`src/rtl/matriz_pkg.sv`:
```
// Shared types and helpers for the 5x7 LED matrix drive path.
// Frame layout: column c occupies bits [7c+6:7c]; bit 7c+r is row r of column c.
package matriz_pkg;

  localparam int NUM_COLUNAS    = 5;
  localparam int NUM_LINHAS     = 7;
  localparam int LARGURA_QUADRO = 35;

  typedef enum logic {BLANK, SHOW} estadoT;

  function automatic logic [NUM_LINHAS-1:0] fatia_coluna(
    input logic [LARGURA_QUADRO-1:0] quadro,
    input logic [2:0]                idx
  );
    if (int'(idx) >= NUM_COLUNAS) return '0;
    return quadro[int'(idx)*NUM_LINHAS +: NUM_LINHAS];
  endfunction

endpackage

```
`src/rtl/varredura_matriz_divisor_tick.sv`:
```
// Free-running prescaler: one-cycle tick every CLK_DIV enabled cycles.
// Held at zero while disabled so each enable restarts a full period.
module divisor_tick
  import matriz_pkg::*;
#(
  parameter int CLK_DIV = 5000
) (
  input  logic displayClock,
  input  logic resetN,
  input  logic habilitar,
  output logic tick
);

  localparam int            CW     = (CLK_DIV > 1) ? $clog2(CLK_DIV) : 1;
  localparam logic [CW-1:0] ULTIMO = CW'(CLK_DIV - 1);

  logic [CW-1:0] contagem;

  always_ff @(posedge displayClock or negedge resetN) begin
    if (!resetN) begin
      contagem <= '0;
    end else if (!habilitar) begin
      contagem <= '0;
    end else if (contagem == ULTIMO) begin
      contagem <= '0;
    end else begin
      contagem <= contagem + 1'b1;
    end
  end

  assign tick = habilitar && (contagem == ULTIMO);

endmodule

```
`src/rtl/varredura_matriz.sv`:
```
// Double-buffered column scanner for the 5x7 panel matrix with a blanking
// interval at the start of every column slot; frames swap only at wrap to column 0.
module varredura_matriz
  import matriz_pkg::*;
#(
  parameter int CLK_DIV     = 5000,
  parameter int DWELL_TICKS = 4,
  parameter int BLANK_TICKS = 1
) (
  input  logic        displayClock,
  input  logic        resetN,
  input  logic        habilitar,
  input  logic [34:0] quadro,
  input  logic        quadroValido,
  output logic        quadroPronto,
  output logic [4:0]  colunas,
  output logic [6:0]  linhas,
  output logic [2:0]  colunaAtual,
  output logic        fimQuadro
);

  localparam int SW         = $clog2(DWELL_TICKS);
  localparam int BLANK_LAST = (BLANK_TICKS > 0) ? BLANK_TICKS - 1 : 0;

  logic tick;

  divisor_tick #(
    .CLK_DIV(CLK_DIV)
  ) uDivisor (
    .displayClock(displayClock),
    .resetN      (resetN),
    .habilitar   (habilitar),
    .tick        (tick)
  );

  estadoT                    estado, estadoNxt;
  logic [SW-1:0]             slot, slotNxt;
  logic [2:0]                colNxt;
  logic [LARGURA_QUADRO-1:0] ativo, ativoNxt;
  logic [LARGURA_QUADRO-1:0] sombra, sombraNxt;
  logic                      pendente, pendenteNxt;
  logic                      troca;
  logic                      mostrando;
  logic                      transferencia;

  assign transferencia = quadroValido && !pendente;
  // With no blanking the BLANK state left after reset/disable behaves as SHOW.
  assign mostrando     = (estado == SHOW) || (BLANK_TICKS == 0);

  always_comb begin
    estadoNxt   = estado;
    slotNxt     = slot;
    colNxt      = colunaAtual;
    ativoNxt    = ativo;
    sombraNxt   = sombra;
    pendenteNxt = pendente;
    troca       = 1'b0;

    if (transferencia) begin
      sombraNxt   = quadro;
      pendenteNxt = 1'b1;
    end

    if (!habilitar) begin
      estadoNxt = BLANK;
      slotNxt   = '0;
      colNxt    = '0;
    end else if (!mostrando) begin
      if (tick) begin
        if (slot == SW'(BLANK_LAST)) estadoNxt = SHOW;
        slotNxt = slot + 1'b1;
      end
    end else begin
      estadoNxt = SHOW;
      if (tick) begin
        if (slot == SW'(DWELL_TICKS - 1)) begin
          slotNxt   = '0;
          estadoNxt = (BLANK_TICKS == 0) ? SHOW : BLANK;
          if (colunaAtual == 3'(NUM_COLUNAS - 1)) begin
            colNxt = '0;
            // Frame boundary: a pending frame replaces the active one here only.
            if (pendente) begin
              ativoNxt    = sombra;
              pendenteNxt = 1'b0;
              troca       = 1'b1;
            end
          end else begin
            colNxt = colunaAtual + 3'd1;
          end
        end else begin
          slotNxt = slot + 1'b1;
        end
      end
    end
  end

  always_ff @(posedge displayClock or negedge resetN) begin
    if (!resetN) begin
      estado       <= BLANK;
      slot         <= '0;
      colunaAtual  <= '0;
      ativo        <= '0;
      sombra       <= '0;
      pendente     <= 1'b0;
      quadroPronto <= 1'b1;
      fimQuadro    <= 1'b0;
      colunas      <= '0;
      linhas       <= 7'h7F;
    end else begin
      estado       <= estadoNxt;
      slot         <= slotNxt;
      colunaAtual  <= colNxt;
      ativo        <= ativoNxt;
      sombra       <= sombraNxt;
      pendente     <= pendenteNxt;
      quadroPronto <= ~pendenteNxt;
      fimQuadro    <= troca;
      if (estadoNxt == SHOW) begin
        colunas <= 5'b00001 << colNxt;
        linhas  <= ~fatia_coluna(ativoNxt, colNxt);
      end else begin
        colunas <= '0;
        linhas  <= 7'h7F;
      end
    end
  end

endmodule

```
`config.mk`:
```
export PLATFORM = sky130hd
export DESIGN_NAME = varredura_matriz
export DESIGN_NICKNAME = d
export VERILOG_FILES = /design/src/rtl/matriz_pkg.sv /design/src/rtl/varredura_matriz_divisor_tick.sv /design/src/rtl/varredura_matriz.sv
export SDC_FILE = /design/constraint.sdc
export NUM_CORES = 1
export LEC_CHECK = 0
export BUFFER_PORTS_ARGS = -buffer_cell sky130_fd_sc_hd__buf_2
export CAP_MARGIN = 10
export CELL_PAD_IN_SITES_DETAIL_PLACEMENT = 0
export CELL_PAD_IN_SITES_GLOBAL_PLACEMENT = 1
export CORE_ASPECT_RATIO = 1.25
export CORE_MARGIN = 3
export CORE_UTILIZATION = 45
export DETAILED_ROUTE_END_ITERATION = 7
export PLACE_DENSITY_LB_ADDON = 0.1
export REMOVE_ABC_BUFFERS = 1
export SYNTH_ARGS = -nofsm -noshare
export SYNTH_HDL_FRONTEND = slang
export SYNTH_SLANG_ARGS = --single-unit
```
`constraint.sdc`:
```
create_clock -name displayClock -period 3.8 [get_ports displayClock]
set_input_delay 0.76 -clock displayClock [delete_from_list [all_inputs] [get_ports displayClock]]
set_output_delay 0.76 -clock displayClock [all_outputs]
set_load 0.02 [all_outputs]
```
==> impl_metrics.tcl, run 1 <==
set metrics [dict create \
    crit_buf_inv 2 \
    cp_max_fo 8 \
    grt_overflow 0 \
    rr_startpoint "uDivisor.contagem[3]$_DFF_PN0_" \
    status "completed" \
    total_power_mw 2.330 \
    slew_headroom_pct 32.70 \
    place_congestion 0.8002 \
    io_pins 56 \
    clkSinkCount 104 \
    drt_pre_antenna_iters 4 \
    hold_path.class "input port to async pin" \
    cp.depth 8 \
    drv_cap 0 \
    clockBufferDepth 2 \
    wirelength_um 9579 \
    path_cells "or4_4 > nor4b_4 > mux2i_1 > buf_4 > clkinv_1 > nand2_1 > o22ai_1 > o32a_1" \
    drc_errors 0 \
    finalCritPeriodShare_pct 79.93 \
    finalSetupTns_ps 0 \
    synth_xor_area_share_pct 2.121 \
    grt_pass1_vias 3242 \
    cp-endpoint "linhas[2]$_DFF_PN1_" \
    cp_data_arrival_time_ps 3310 \
    design.core.area_sq_um 9709 \
    clock_latency_ps 340 \
    ys_ff_latch 104 \
    post_cts_buffers 0 \
    diodes 0 \
    die-area_sq_um 11340 \
    synth_area_sq_um 4542 \
    clockRootBuffer "clkbuf_16" \
    synth-warning-count 0 \
    peakVddDrop_v 0.0002247 \
    power.density_nw_per_um2 435.9 \
    grt_pass1_wl_um 16370 \
    crit_path_start_kind "flip-flop" \
    path_class "flip-flop to flip-flop" \
    max_freq_mhz 329.2 \
    p_leak_nw 2.597 \
    crit_family "simple AND/OR/NAND/NOR gates" \
    setup_viol 0 \
    nets 502 \
    slowest_stage "or4_4" \
    synth.area.top_cells "dfrtp_1 (53%), mux2_2 (10%), nand2_1 (6.5%)" \
    ys.flop_type "dfrtp_1" \
    drive_gt1_share_pct 30.52 \
    dp_hpwl_um 6790 \
    slew_viol_final 0 \
    die_w_um 95.86 \
    clkSlewWorstSetupHoldPaths_ps 70 \
    rows 40 \
    htree_levels 3 \
    numCtsBuffers 9 \
    cts_tree "yes" \
    reg2reg_slack_ps 760 \
    synth_top_area_share_pct 52.89 \
    synthSimpleGateAreaFrac_pct 16.72 \
    period_needed_ps 3037 \
    yosysTopAreaCell "dfrtp_1" \
    via_per_inst 5.311 \
    muxShareOfSynthArea_pct 14.79 \
    crit_required_ps 4070 \
    tightest_slew_ps 1007 \
    drt_iter0_drc 127 \
    postSynth.asyncResetShare_pct 100.0 \
    r2r_end "linhas[2]$_DFF_PN1_" \
    wl_per_cell_um 16.29 \
    hold_buffers 0 \
    vias 3123 \
    synth_fa_ha_area_share_pct 1.377 \
    initial_core_util_pct 46.78 \
    critPathLaunch "uDivisor.contagem[3]$_DFF_PN0_" \
    ys_types 43 \
    fin_skew_ps 5.597 \
    detail-route-antenna-nets 0 \
    yosysSeqAreaShare_pct 57.52 \
    synth_top_family_by_area "simple AND/OR/NAND/NOR gates" \
    end_kind "flip-flop" \
    slowest_delay_ps 610 \
    reg2reg_depth 8 \
    synth_compound_area_share_pct 5.152 \
    grt_max_degree 54 \
    postCtsResizedCells 0 \
    antenna_found_initial 0 \
    synth_cells 396 \
    port_buffers 55 \
    avgSynthCellArea_sq_um 11.47 \
    final_core_util_pct 55.04 \
    globalRouteTotalUtil_pct 18.71 \
    hold_viol_final 0 \
    die-height_um 118.3 \
    rsz0062_at_grt "no" \
    area_growth_pct 17.66 \
    synth_edf_count 0 \
]
-- worst reg2reg max path, cell delays in order, from the launching register on --
cell and delay, ps:
dfrtp_1 460, or4_4 610, nor4b_4 540, mux2i_1 260, buf_4 190, clkinv_1 270
nand2_1 230, o22ai_1 80, o32a_1 340
-- layout by cell type (no fill, tap or decap), drive strengths merged, types with 2 or more instances in the layout --
cell | netlist | routed
a21boi | 2 | 2
a21oi | 7 | 7
a31oi | 3 | 3
and2 | 4 | 4
and3 | 4 | 4
buf | 7 | 64
bufinv | 0 | 3
clkbuf | 6 | 10
clkinvlp | 0 | 2
dfrtp | 96 | 96
dfstp | 8 | 8
ha | 5 | 5
inv | 13 | 13
mux2 | 42 | 42
mux2i | 6 | 6
mux4 | 6 | 6
nand2 | 79 | 79
nand3 | 32 | 32
nand4 | 3 | 3
nand4b | 3 | 3
nor2 | 21 | 21
nor3 | 4 | 4
nor4bb | 3 | 3
o21ai | 12 | 12
o22ai | 2 | 2
o32a | 3 | 3
xnor2 | 4 | 4
xor2 | 7 | 7
-- per-layer routing --
metal,share of wire [%],global-route usage (%),up-vias
met5,0,0,-
met4,1.9,7.918,0
met3,3.3,3.055,11
met2,49,29.06,54
met1,45,25.81,1553
li1,-,-,1505
-- worst min-delay path by stage --
stage,from,end,slack (ps),cells past startpoint
global placement,ativo[32]$_DFF_PN0_,ativo[32]$_DFF_PN0_,450,2
floorplan,ativo[1]$_DFF_PN0_,ativo[1]$_DFF_PN0_,430,2
CTS,resetN,uDivisor.contagem[4]$_DFF_PN0_,470,1
detailed placement,ativo[1]$_DFF_PN0_,ativo[1]$_DFF_PN0_,450,2
global route,ativo[8]$_DFF_PN0_,ativo[8]$_DFF_PN0_,490,2
finish,resetN,uDivisor.contagem[4]$_DFF_PN0_,450,1
-- final cells by class --
type / instances / area [sq um]
timing repair buffer: 64 / 345.3
multi-input combinational: 265 / 1832
fill: 885 / 4365
clock inverter: 5 / 105.1
tap: 126 / 157.7
inverter: 14 / 52.55
clock buffer: 10 / 239.0
sequential: 104 / 2613
-- logic make-up (layout without fill, tap and decap cells) --
kind of cell / count (synthesis) / count (layout)
xor gates and xnor gates: 11 / 11
adders and majority gates: 5 / 5
buffers and inverters: 27 / 93
AOI/OAI and AO/OA: 36 / 36
and+or+nand+nor: 159 / 159
DFF: 104 / 104
muxes: 54 / 54
-- registers in the layout, indices dropped and copies added (netlist names) --
signal and count:
estado 1, ativo 35, slot 2, uDivisor.contagem 13, colunaAtual 3, sombra 35, fimQuadro 1, colunas 5
linhas 7, pendente 1, quadroPronto 1
-- metrics by stage --
| stage | worst slack [ps] | instances | instance area (sq um) | hold WS [ps] |
|---|---|---|---|---|
| 6_report | 762.6 | 588 | 5344 | 450.5 |
| 5_1_grt | 614.5 | 588 | 5344 | 491.2 |
| 2_1_floorplan | 911.5 | 383 | 4489 | 432.4 |
| 3_3_place_gp | 764.3 | 573 | 5000 | 446.5 |
| 4_1_cts | 732.6 | 588 | 5344 | 468.9 |
| 3_5_place_dp | 665.5 | 573 | 5000 | 451.8 |
-- cells in the mapped netlist (2+ instances only) --
master    instances
mux2i_1           6
a21boi_0          2
nand3_1          32
inv_1            13
xor2_1            7
and3_1            4
buf_2             3
o32a_1            3
dfstp_2           8
xnor2_1           4
a31oi_1           3
nor4bb_1          3
nor3_1            3
mux4_2            6
nand4b_1          3
dfrtp_1          96
nor2_1           21
mux2_2           41
and2_1            4
nand2_1          79
nand4_1           3
a21oi_1           7
clkbuf_1          6
ha_1              5
buf_1             4
o22ai_1           2
o21ai_0          12
-- where the power goes --
part / internal (mW) / switching [mW] / leakage (nW) / total [mW]
Sequential: 1.15 / 0.0325 / 1.36 / 1.19
Combinational: 0.0517 / 0.0411 / 1.07 / 0.0928
Clock: 0.658 / 0.393 / 0.161 / 1.05
Total: 1.86 / 0.467 / 2.60 / 2.33
Note: power is estimated with default switching activity, not from simulation.
==> inputs of run 2 (changes only) <==
- CORE_UTILIZATION: 45 -> 42
- clock period: 3.8 -> 2.6 ns (I/O delays scaled with it)
==> run 2 against run 1 <==
Against the previous run:
- die area rose by 6.7%
- global-route usage down 1.2 points
- fmax grew 21%
- routed wire length up 6.5%
- sequential power grew 45%
- worst setup slack worse by 680 ps
- design area up 2.0%
- sequential share of layout area is 0.98 points lower
- worst hold slack worse by 230 ps
- cell count grew 3.4%
- combinational power is 50% higher
- largest cell class unchanged
==> impl_metrics.tcl, run 2 (synthesis gave the netlist of run 1 again) <==
set metrics [dict create \
    detail-route-antenna-nets 0 \
    drt_iter0_drc 133 \
    status "completed" \
    final_core_util_pct 52.88 \
    antenna_found_initial 0 \
    clock_latency_ps 340 \
    via_per_inst 5.229 \
    total_power_mw 3.195 \
    wirelength_um 10200 \
    dp_hpwl_um 7197 \
    largest_registers "ativo: 35 flops, sombra: 35 flops, uDivisor.contagem: 13 flops" \
    numCtsBuffers 9 \
    layout_commonest_cell "dfrtp_1" \
    drv_cap 0 \
    rows 41 \
    die-area_sq_um 12110 \
    peakVddDrop_v 0.0003253 \
    slew_viol_final 0 \
    hold_path.class "input port to async pin" \
    fin_skew_ps 6.773 \
    grt_pass1_wl_um 16780 \
    post_cts_buffers 0 \
    drt_pre_antenna_iters 4 \
    globalRouteTotalUtil_pct 17.55 \
    cts_tree "yes" \
    finalCritPeriodShare_pct 96.77 \
    diodes 0 \
    place_area_sq_um 5149 \
    period_needed_ps 2516 \
    vias 3179 \
    worst_slack_ps 84.00 \
    port_buffers 55 \
    path_class "flip-flop to flip-flop" \
    wl_per_cell_um 16.78 \
    tightest_slew_ps 558.7 \
    max_freq_mhz 397.5 \
    setup_viol 0 \
    place_congestion 0.7942 \
    whs_ps 223.0 \
    io_pins 56 \
    grt_overflow 0 \
    pre_cts_ws_ps 31.84 \
    initial_core_util_pct 44.05 \
    drc_errors 0 \
    nets 518 \
    cp_max_fo 13 \
    die_w_um 99.01 \
    grt_pass1_vias 3274 \
    nFillCells 917 \
    rsz0062_at_grt "no" \
    dp.cells 592 \
    crit_path_start_kind "flip-flop" \
    stdcell_area_sq_um 5453 \
    clkSinkCount 104 \
    clockRootBuffer "clkbuf_16" \
    drive_gt1_share_pct 33.82 \
    htree_levels 3 \
    clockBufferDepth 2 \
    clkSlewWorstSetupHoldPaths_ps 70 \
    r2r_end "linhas[6]$_DFF_PN1_" \
    crit_required_ps 2890 \
    cp_data_arrival_time_ps 2800 \
    hold_viol_final 0 \
    grt_max_degree 105 \
    slew_headroom_pct 62.76 \
    rr_startpoint "uDivisor.contagem[3]$_DFF_PN0_" \
    p_leak_nw 2.658 \
    reg2reg_slack_ps 80 \
    finalSetupTns_ps 0 \
    die-height_um 122.3 \
    reg2reg_depth 7 \
    final_cell_mix "dfrtp_1 (96), nand2_1 (79), buf_2 (54)" \
    area_growth_pct 20.06 \
    power.density_nw_per_um2 585.9 \
    end_kind "flip-flop" \
    fin_cells 608 \
    design.core.area_sq_um 10310 \
]
[run 2: worst max path at each step]
stage	startpoint	end	slack [ps]	depth (start not counted)
after floorplan	uDivisor.contagem[3]$_DFF_PN0_	linhas[6]$_DFF_PN1_	-290	6
after global placement	uDivisor.contagem[3]$_DFF_PN0_	linhas[3]$_DFF_PN1_	100	8
after detailed placement	uDivisor.contagem[3]$_DFF_PN0_	linhas[3]$_DFF_PN1_	30	8
after CTS	uDivisor.contagem[3]$_DFF_PN0_	linhas[3]$_DFF_PN1_	20	8
after global routing	uDivisor.contagem[3]$_DFF_PN0_	linhas[3]$_DFF_PN1_	4	8
final	uDivisor.contagem[3]$_DFF_PN0_	linhas[6]$_DFF_PN1_	80	7
[run 2: repair_timing]
item                                    in CTS  in global routing
endpoints found under the setup margin       0                  4
hold buffers                                 0                  0
gates resized for setup                      0                  5
[run 2: final cells by class]
class                   instances  area [sq um]  area share, %
flip-flops and latches        104          2613          47.91
clock inverters                 6         50.05         0.9179
multi-input cells             265          1843          33.80
clock buffers                  10         239.0          4.383
repair buffers                 80         494.2          9.064
inverters                      14         52.55         0.9637
well taps                     129         161.4          2.960
[run 2: critical path: stages (launching register included)]
cell	delay, ps
dfrtp_1	390
or4_4	580
or3_4	430
nor3_4	160
buf_12	170
mux2_2	360
o32ai_2	190
o32a_1	180
[run 2: power by group]
group	leakage, nW	switching (mW)	internal [mW]	total, mW
clock network	0.129	0.638	0.687	1.32
logic	1.17	0.0601	0.0788	0.139
registers	1.36	0.0471	1.68	1.73
[run 2: layer usage]
metal	vias up	GRT usage (%)	routed length (um)
met2	59	28.95	4975
li1	1530	-	-
met3	12	2.729	298
met4	0	6.576	172
met1	1578	23.49	4755
met5	-	0	0
==> inputs of run 3 (changes only) <==
- PLACE_DENSITY: default -> 0.8
- PLACE_DENSITY_LB_ADDON: 0.1 -> default
==> run 3 against run 2 <==
Against the previous run:
- die area stayed put
- sequential share of layout area shrank 1.3 points
- count of clock-buffer cells in the layout decreased by 1
- highest routed layer unchanged
- critical path depth is 1 higher
- critical path type unchanged
==> impl_metrics.tcl, run 3 (synthesis gave the netlist of run 1 again) <==
set metrics [dict create \
    slew_viol_final 0 \
    via_per_inst 5.190 \
    drv_cap 0 \
    fin_skew_ps 8.126 \
    setup_viol 0 \
    initial_core_util_pct 44.05 \
    fin_cells 617 \
    max_freq_mhz 391.7 \
    die_w_um 99.01 \
    globalRouteTotalUtil_pct 17.09 \
    io_pins 56 \
    wirelength_um 9797 \
    largest_registers "ativo: 35 flops, sombra: 35 flops, uDivisor.contagem: 13 flops" \
    drt_iter0_drc 165 \
    grt_pass1_wl_um 16260 \
    cp_data_arrival_time_ps 2830 \
    antenna_found_initial 0 \
    drc_errors 0 \
    grt_max_degree 67 \
    finalCritPeriodShare_pct 98.20 \
    clockRootBuffer "clkbuf_16" \
    dp.cells 591 \
    nFillCells 887 \
    p_leak_nw 2.740 \
    die-height_um 122.3 \
    slew_headroom_pct 65.11 \
    die-area_sq_um 12110 \
    detail-route-antenna-nets 0 \
    place_congestion 0.8288 \
    status "completed" \
    layout_commonest_cell "dfrtp_1" \
    area_growth_pct 23.47 \
    end_kind "flip-flop" \
    design.core.area_sq_um 10310 \
    clkSlewWorstSetupHoldPaths_ps 70 \
    grt_pass1_vias 3297 \
    grt_overflow 0 \
    rows 41 \
    tightest_slew_ps 522.5 \
    htree_levels 3 \
    final_cell_mix "dfrtp_1 (96), nand2_1 (79), buf_2 (54)" \
    hold_buffers 0 \
    numCtsBuffers 9 \
    power.density_nw_per_um2 583.5 \
    peakVddDrop_v 0.0003865 \
    hold_path.class "input port to async pin" \
    clockBufferDepth 2 \
    nets 527 \
    vias 3202 \
    clkSinkCount 104 \
    port_buffers 55 \
    diodes 0 \
    clock_latency_ps 350 \
    crit_required_ps 2870 \
    drt_pre_antenna_iters 4 \
    hold_viol_final 0 \
    drive_gt1_share_pct 36.27 \
    cts_tree "yes" \
    finalSetupTns_ps 0 \
    dp_hpwl_um 7009 \
    wl_per_cell_um 15.88 \
    crit_path_start_kind "flip-flop" \
    period_needed_ps 2553 \
    path_class "flip-flop to flip-flop" \
    cp_max_fo 7 \
]
==> run 3: cell types whose count changed in the layout (fill, tap and decap cells not counted), sizes merged <==
| cell | delta |
|---|---|
| clkbuf | -1 |
| clkinvlp | -4 |
| inv | +2 |
| bufinv | +1 |
| clkinv | +2 |
| buf | +9 |
==> run 3: worst paths after layout <==
| kind | start | to | slack (ps) | cells past startpoint |
|---|---|---|---|---|
| hold / removal | resetN | sombra[7]$_DFFE_PN0P_ | 140 | 1 |
| setup reg to reg | uDivisor.contagem[6]$_DFF_PN0_ | linhas[5]$_DFF_PN1_ | 50 | 8 |
| min in group displayClock | quadroValido | quadroPronto$_DFF_PN1_ | 380 | 2 |
| setup / recovery | uDivisor.contagem[6]$_DFF_PN0_ | linhas[5]$_DFF_PN1_ | 50 | 8 |
| max in group asynchronous | resetN | linhas[5]$_DFF_PN1_ | 1720 | 2 |
| hold reg to reg | ativo[1]$_DFF_PN0_ | ativo[1]$_DFF_PN0_ | 470 | 2 |
==> run 3: report_power, final <==
part	leakage (nW)	switching, mW	internal (mW)
clock network	0.153	0.633	0.767
registers	1.36	0.0468	1.68
logic	1.22	0.0613	0.0793
==> run 3: worst max-delay path: stages (launching register included) <==
cell	delay, ps
dfrtp_1	380
or4_4	580
or3_4	410
nor3_4	260
buf_12	160
buf_4	120
mux2_4	160
o22ai_2	50
o32a_1	360
==> run 3: repair_timing <==
action / CTS / global route
hold endpoints to repair: 0 / 0
buffers inserted: 0 / 10
endpoints found under the setup margin: 0 / 9
resized for setup: 0 / 18
==> run 3: area by class of cell <==
cell class                      count  area, sq um  share of cell area [%]
Multi-Input combinational cell    265         1893                   33.76
Clock inverter                      7        85.08                   1.517
Inverter                           14        52.55                  0.9371
Timing Repair Buffer               89        578.1                   10.31
Sequential cell                   104         2613                   46.59
Clock buffer                        9        225.2                   4.016
Tap cell                          129        161.4                   2.878
==> run 3: routing by layer <==
layer	wire, um	track usage [%]	vias up	part of all wire, %
met4	206	8.454	0	2.1
li1	-	-	1549	-
met5	0	0	-	0
met3	306	2.843	13	3.1
met2	4920	27.35	58	50
met1	4362	22.60	1582	45
==> run 3: metrics by stage <==
step	instance area [sq um]	power (mW)	hold slack (ps)	util (%)	setup slack, ps
3_5_place_dp	5154	1.907	449.8	49.98	21.19
4_1_cts	5464	3.306	156.8	52.99	6.120
6_report	5608	3.272	141.1	54.39	46.87
2_1_floorplan	4489	1.810	224.4	-	-288.5
3_3_place_gp	5154	1.899	445.4	49.98	69.54
5_1_grt	5608	3.405	173.1	54.39	-17.75
